$ cat src/rtl/dmem_bridge.sv
// MEM-stage data-bus bridge: turns one pipeline memory access into exactly one
// SRAM-like split address/data transaction and stalls the pipeline until it completes.
module dmem_bridge #(
    parameter int TIMEOUT = 256,
    parameter int CNT_W   = 9
) (
    input  logic        clk,
    input  logic        rst,
    input  logic        memenM,
    input  logic        memwriteM,
    input  logic [3:0]  wea,
    input  logic [31:0] aluoutM,
    input  logic [31:0] writedata,
    input  logic        flushM,
    input  logic        advanceM,
    output logic [31:0] readdata,
    output logic        d_stall,
    output logic        bus_err,
    output logic        data_req,
    output logic        data_wr,
    output logic [3:0]  data_wstrb,
    output logic [31:0] data_addr,
    output logic [31:0] data_wdata,
    input  logic        data_addr_ok,
    input  logic        data_data_ok,
    input  logic [31:0] data_rdata
);

    typedef enum logic [1:0] {
        IDLE = 2'd0,
        ADDR = 2'd1,
        DATA = 2'd2,
        DONE = 2'd3
    } state_t;

    localparam logic [CNT_W-1:0] WD_LIMIT = CNT_W'(TIMEOUT);
    localparam bit               WD_EN    = (TIMEOUT != 0);

    state_t            state_q, state_d;
    logic              cancel_q, cancel_d;
    logic              data_req_q, data_req_d;
    logic              data_wr_q, data_wr_d;
    logic [3:0]        data_wstrb_q, data_wstrb_d;
    logic [31:0]       data_addr_q, data_addr_d;
    logic [31:0]       data_wdata_q, data_wdata_d;
    logic [31:0]       readdata_q, readdata_d;
    logic [CNT_W-1:0]  wd_cnt_q, wd_cnt_d;
    logic              bus_err_q, bus_err_d;

    logic issue;
    logic waiting;
    logic resp;
    logic cancel_eff;
    logic keep_result;
    logic stall_c;
    logic unused_addr_lsb;

    // Byte offset is irrelevant on a word-addressed bus; the strobes carry it.
    assign unused_addr_lsb = ^aluoutM[1:0];

    // ------------------------------------------------------------------
    // FSM: state register
    // ------------------------------------------------------------------
    always_ff @(posedge clk) begin
        if (rst) begin
            state_q <= IDLE;
        end else begin
            state_q <= state_d;
        end
    end

    // ------------------------------------------------------------------
    // FSM: next-state logic
    // ------------------------------------------------------------------
    always_comb begin
        state_d = state_q;
        unique case (state_q)
            IDLE: begin
                if (memenM && !flushM) begin
                    state_d = ADDR;
                end
            end
            ADDR: begin
                if (data_addr_ok) begin
                    if (data_data_ok) begin
                        state_d = cancel_eff ? IDLE : DONE;
                    end else begin
                        state_d = DATA;
                    end
                end
            end
            DATA: begin
                if (data_data_ok) begin
                    state_d = cancel_eff ? IDLE : DONE;
                end
            end
            DONE: begin
                if (advanceM || flushM) begin
                    state_d = IDLE;
                end
            end
            default: state_d = IDLE;
        endcase
    end

    // ------------------------------------------------------------------
    // FSM: output / control decode
    // ------------------------------------------------------------------
    always_comb begin
        issue       = (state_q == IDLE) && memenM && !flushM;
        waiting     = (state_q == ADDR) || (state_q == DATA);
        resp        = ((state_q == ADDR) && data_addr_ok && data_data_ok) ||
                      ((state_q == DATA) && data_data_ok);
        // A flush arriving in the completion cycle still discards the data.
        cancel_eff  = cancel_q || flushM;
        keep_result = resp && !cancel_eff;
        stall_c     = issue || waiting;
    end

    // ------------------------------------------------------------------
    // Request capture: fields frozen from issue until the next issue
    // ------------------------------------------------------------------
    always_comb begin
        data_req_d  = (state_d == ADDR);
        data_wr_d   = issue ? memwriteM : data_wr_q;
        data_addr_d = issue ? {aluoutM[31:2], 2'b00} : data_addr_q;
    end

    generate
        for (genvar gi = 0; gi < 4; gi++) begin : g_lane
            assign data_wstrb_d[gi]        = issue ? wea[gi] : data_wstrb_q[gi];
            assign data_wdata_d[8*gi +: 8] = issue ? writedata[8*gi +: 8]
                                                   : data_wdata_q[8*gi +: 8];
        end
    endgenerate

    // ------------------------------------------------------------------
    // Result, cancel tracking and watchdog
    // ------------------------------------------------------------------
    always_comb begin
        readdata_d = keep_result ? data_rdata : readdata_q;

        cancel_d = cancel_q;
        if (resp) begin
            cancel_d = 1'b0;
        end else if (waiting && flushM) begin
            cancel_d = 1'b1;
        end

        // Saturates at the limit so a long hang cannot wrap and look healthy.
        wd_cnt_d = wd_cnt_q;
        if (issue) begin
            wd_cnt_d = '0;
        end else if (waiting && (wd_cnt_q != WD_LIMIT)) begin
            wd_cnt_d = wd_cnt_q + 1'b1;
        end

        bus_err_d = bus_err_q;
        if (WD_EN && waiting && (wd_cnt_q == WD_LIMIT)) begin
            bus_err_d = 1'b1;
        end
    end

    always_ff @(posedge clk) begin
        if (rst) begin
            cancel_q     <= 1'b0;
            data_req_q   <= 1'b0;
            data_wr_q    <= 1'b0;
            data_wstrb_q <= 4'b0000;
            data_addr_q  <= 32'd0;
            data_wdata_q <= 32'd0;
            readdata_q   <= 32'd0;
            wd_cnt_q     <= '0;
            bus_err_q    <= 1'b0;
        end else begin
            cancel_q     <= cancel_d;
            data_req_q   <= data_req_d;
            data_wr_q    <= data_wr_d;
            data_wstrb_q <= data_wstrb_d;
            data_addr_q  <= data_addr_d;
            data_wdata_q <= data_wdata_d;
            readdata_q   <= readdata_d;
            wd_cnt_q     <= wd_cnt_d;
            bus_err_q    <= bus_err_d;
        end
    end

    assign d_stall    = stall_c;
    assign readdata   = readdata_q;
    assign bus_err    = bus_err_q;
    assign data_req   = data_req_q;
    assign data_wr    = data_wr_q;
    assign data_wstrb = data_wstrb_q;
    assign data_addr  = data_addr_q;
    assign data_wdata = data_wdata_q;

endmodule

$ cat config.mk
export PLATFORM = sky130hd
export DESIGN_NAME = dmem_bridge
export DESIGN_NICKNAME = d
export VERILOG_FILES = /design/src/rtl/dmem_bridge.sv
export SDC_FILE = /design/constraint.sdc
export NUM_CORES = 1
export LEC_CHECK = 0
export ABC_AREA = 1
export BUFFER_PORTS_ARGS = -buffer_cell sky130_fd_sc_hd__clkbuf_2
export CORE_UTILIZATION = 25
export CTS_CLUSTER_SIZE = 25
export DETAILED_ROUTE_END_ITERATION = 10
export REMOVE_ABC_BUFFERS = 1
export SYNTH_ARGS = -nofsm -noshare
export SYNTH_HDL_FRONTEND = slang
export SYNTH_SLANG_ARGS = --single-unit
$ cat constraint.sdc
create_clock -name clk -period 1.7 [get_ports clk]
set_input_delay 0.34 -clock clk [delete_from_list [all_inputs] [get_ports clk]]
set_output_delay 0.34 -clock clk [all_outputs]
set_load 0.02 [all_outputs]
### Yosys cells after proc, flatten, opt, wreduce, memory -nomap -nowiden

Index checks and enable logic that the tools add are counted.

* flip-flop bits (word level): 113
* bits in latches: 0
* bits in writable memories: 0
* bits in read-only memories: 0
* word-level logic and storage cells: 44
* memories: 0

* add/sub/neg operators: 1
* multiply operators: 0
* divide/modulo/power cells: 0
* magnitude comparators: 0
* equal/unequal tests: 6
* shifts and indexed selects: 0
* mux-type cells: 7
* bitwise gates (word level): 0
* reductions and logical operators: 20

Operators with widths (count)
* 2-bit two-way mux: 6
* 1-bit logical AND: 10
* 9-bit by 1-bit adder with 9-bit output (second input constant): 1
* 9-bit equality test (second input constant): 1
* 9-bit inequality test (second input constant): 1
* 2-bit one-hot mux with 4 select lines: 1
* 1-bit logical OR: 5
* 2-bit by 1-bit equality test with 1-bit output (second input constant): 2
* 2-bit equality test (second input constant): 2
* 2-bit OR reduction: 2
* 1-bit zero test: 2
* 2-bit zero test: 1

### Depth between registers and ports, before layout

* depth in word-level cells: 6
* gate-level depth with buffers: 10
* gate-level depth less buffers: 10

### Worst setup path before layout

Ideal clock, no wire load.

* kind: register to output
* start point: reg state_q[0]
* end point: out d_stall
* arrival time: 1353 ps
* data required time: 1360 ps
* slack: 7 ps
* stages on the path, launching flop included: 9
* buffers on the path: 2
* cells stage by stage: dfxtp_1 -> inv_1 -> ha_1 -> inv_2 -> nor2_4 -> inv_2 -> buf_6 -> buf_6 -> nand2_1

* longest elaborated chain between the ends: 4
* elaborated cells between the ends (all ways): 7

Ends and longest elaborated chain
* from (decl): line 39 `state_t state_q, state_d;`
* from (signal assigned): line 68 `state_q <= state_d;`
* 2-bit zero test: line 110 `issue = (state_q == IDLE) && memenM && !flushM;`
* 1-bit logical AND (2 in a row): line 110
* 1-bit logical OR *: line 117 `stall_c = issue || waiting;`
* to (decl): line 17 `output logic d_stall,`

Every way passes the cells marked *; elsewhere a longest branch is shown, timed or not.

### Worst setup path after layout

Same ends and word-level chain as after synthesis.

==> impl_metrics.toml <==
[routing]
drtIter0Drc = 158
wl_per_cell_um = 11.5
firstDrtPassIters = 6
routed_wl_mm = 11.9
vias = 4422
drc_errors = 0
post_drt_via_cell_ratio = 4.24
ant_nets = 0

[worst_setup_path]
worstPathCellList = "inv_2 > ha_4 > inv_4 > nor2_4 > inv_6 > nand2_4 > buf_8"
cpMaxStageDelayCell = "dfxtp_2"
crit_type = "reg -> out"
endpoint_kind = "output pin"
cp_num_buf_inv = 4
crit_arrival_ns = 1.33
crit_family = "flip-flops"
worstSetupStartpointType = "flip-flop"
crit_required_ns = 1.36
slowest_delay_ns = 0.32
cp_max_fo = 2

[sta]
hold_violations = 0
min_period_ns = 1.67
finalClockSkew_ns = 0.00861
hold_slack_ns = 0.154
drv_slew = 0
fin_crit_sh_pct = 98.4
clock.fmax_ghz = 0.598
finalSetupViolations = 0
rsz0062_at_grt = "yes"
fin_ws_ns = 0.0267

[clock_network]
ctsHtreeMaxLevel = 4
clock_sink_count = 113
clkLatencyLatePin_ns = 0.41
clock_path_buffers = 2
cts_root_buffer = "clkbuf_16"
clk_pin_slew_worst_paths_ns = 0.05
numCtsBuffers = 17
hold_buffers = 0
cts_tree = "built"

[global_routing]
grt_pass1_wl_mm = 19.6
grt_overflow = 0
grt_start_max_net_pins = 61
antenna_found_initial = 0
track_usage_pct = 13.6
grt_pass1_vias = 4166

[cells_and_area]
fillers = 1829
layout.nets = 918
area_growth_pct = 44.8
final_cell_area_sq_um = 6410
fin_util_pct = 37.1
diodes = 0
multi_input_area_sq_um = 1880
drive_gt1_share_pct = 34.0
ff_latch_area_sq_um = 2260

[synthesis]
ys_ff_latch = 113
ys_seq_area_share_pct = 51.1
synth_warnings = 0
synth_cells = 591
syn_area_sq_um = 4430
syn_area_per_cell_sq_um = 7.49
synth_cell_types = 30

[die]
core_area_sq_um = 17300
start_util_pct = 25.6
fp.dieH_um = 135
dieArea_sq_um = 18200
rows = 48
fp.dieW_um = 135
pin_count = 212

[run_status]
status = "finished clean"

[place]
port-buffer-count = 207
placed_area_sq_um = 5710
place.gp.congestion = 0.790
dpl.hpwl_mm = 8.12
place_ws_ns = 0.0375

[run]
drv_cap = 0

[min_path]
hp-class = "in -> reg"

[power]
max-vdd-ir-drop_mv = 0.683
p_leak_uw = 0.00314
power_density_nw_per_um2 = 1480
## layout make-up
| type | instances | share of cell area (%) |
|---|---|---|
| clock inverter | 12 | 2.46 |
| clock buffer | 20 | 6.97 |
| inverter | 26 | 1.66 |
| sequential | 113 | 35.3 |
| multi-input combinational | 419 | 29.3 |
| timing repair buffer | 227 | 19.9 |
| tap | 225 | 4.39 |
## path summary, 6_finish.rpt
kind	startpoint	end	slack, ns	cells past startpoint
max	state_q[0]	d_stall	0.03	7
min	writedata[23]	data_wdata[23]	0.15	3
max reg2reg	state_q[1]	readdata[9]	0.19	10
min reg2reg	bus_err	bus_err	0.48	1
## cells in the mapped netlist, drive strengths merged
cell | number | area, sq um
a31oi | 1 | 6.26
nor2 | 221 | 840
clkinv | 2 | 8.75
xor2 | 1 | 8.76
conb | 1 | 3.75
o211ai | 1 | 7.51
clkbuf | 20 | 78.8
nand4 | 2 | 12.5
ha | 6 | 75.1
dfxtp | 113 | 2260
nand3 | 13 | 77.6
nand2 | 55 | 219
o21a | 1 | 7.51
a21oi | 11 | 55.1
inv | 24 | 90.1
o21ai | 102 | 522
nand3b | 3 | 22.5
buf | 14 | 131
## worst reg2reg max path, cell delays in order, from the launching register on
cell	delay, ns
dfxtp_2	0.33
inv_2	0.05
buf_4	0.13
ha_1	0.16
inv_1	0.12
o21ai_4	0.08
nand3_4	0.07
clkinv_2	0.12
buf_12	0.18
nor2_1	0.10
nor2_1	0.05
## power breakdown
group | total (uW) | switching, uW | internal (uW)
sequential | 3290 | 208 | 3080
combinational | 2610 | 1630 | 984
clock | 3610 | 1260 | 2350
total | 9510 | 3100 | 6410
## per-stage QoR
step	TNS (ns)	total power [uW]	std cells
3_5_place_dp	0	5760	1003
4_1_cts	-0.00103	9590	1041
6_report	0	9510	1042
5_1_grt	-0.0498	10100	1042
3_3_place_gp	0	5740	1003
2_1_floorplan	-37.50	4780	558
## state kept, by name, indices dropped and copies added (netlist names)
register,flops
data_addr,30
cancel_q,1
wd_cnt_q,9
readdata,32
state_q,2
bus_err,1
data_wstrb,4
data_req,1
data_wdata,32
data_wr,1
## layer usage
metal  GRT usage (%)  share of wire [%]
met5               0                  0
met3            5.86                7.7
met1            16.0                 45
met4            5.81                2.3
met2            21.7                 45
## cells in the final DEF, fill, tap and decap left out, types with 11 or more instances in the layout
cell type | netlist | final
a21oi_1 | 11 | 11
buf_4 | 2 | 13
clkbuf_16 | 0 | 17
clkbuf_2 | 3 | 206
dfxtp_1 | 113 | 111
inv_1 | 20 | 15
nand2_1 | 52 | 51
nand3_1 | 12 | 12
nor2_1 | 219 | 219
o21ai_0 | 100 | 100
## timing repair
item	CTS	global route
buffers inserted	6	1
hold endpoints to repair	0	0
gates resized for setup	13	4
pin swaps	2	2
endpoints found under the setup margin	1	4
## kinds of logic (layout without fill, tap and decap cells)
family,after synthesis,in the layout,synth area share (%)
AO/OA/AOI/OAI,116,116,13.5
AND/OR/NAND/NOR,294,294,26.4
XOR/XNOR,1,1,0.198
adder cells (fa/ha/maj),6,6,1.70
flip-flops,113,113,51.1
other,1,2,0.0847
buffers and inverters,60,285,6.98
Power figures use the tool's default switching activity.
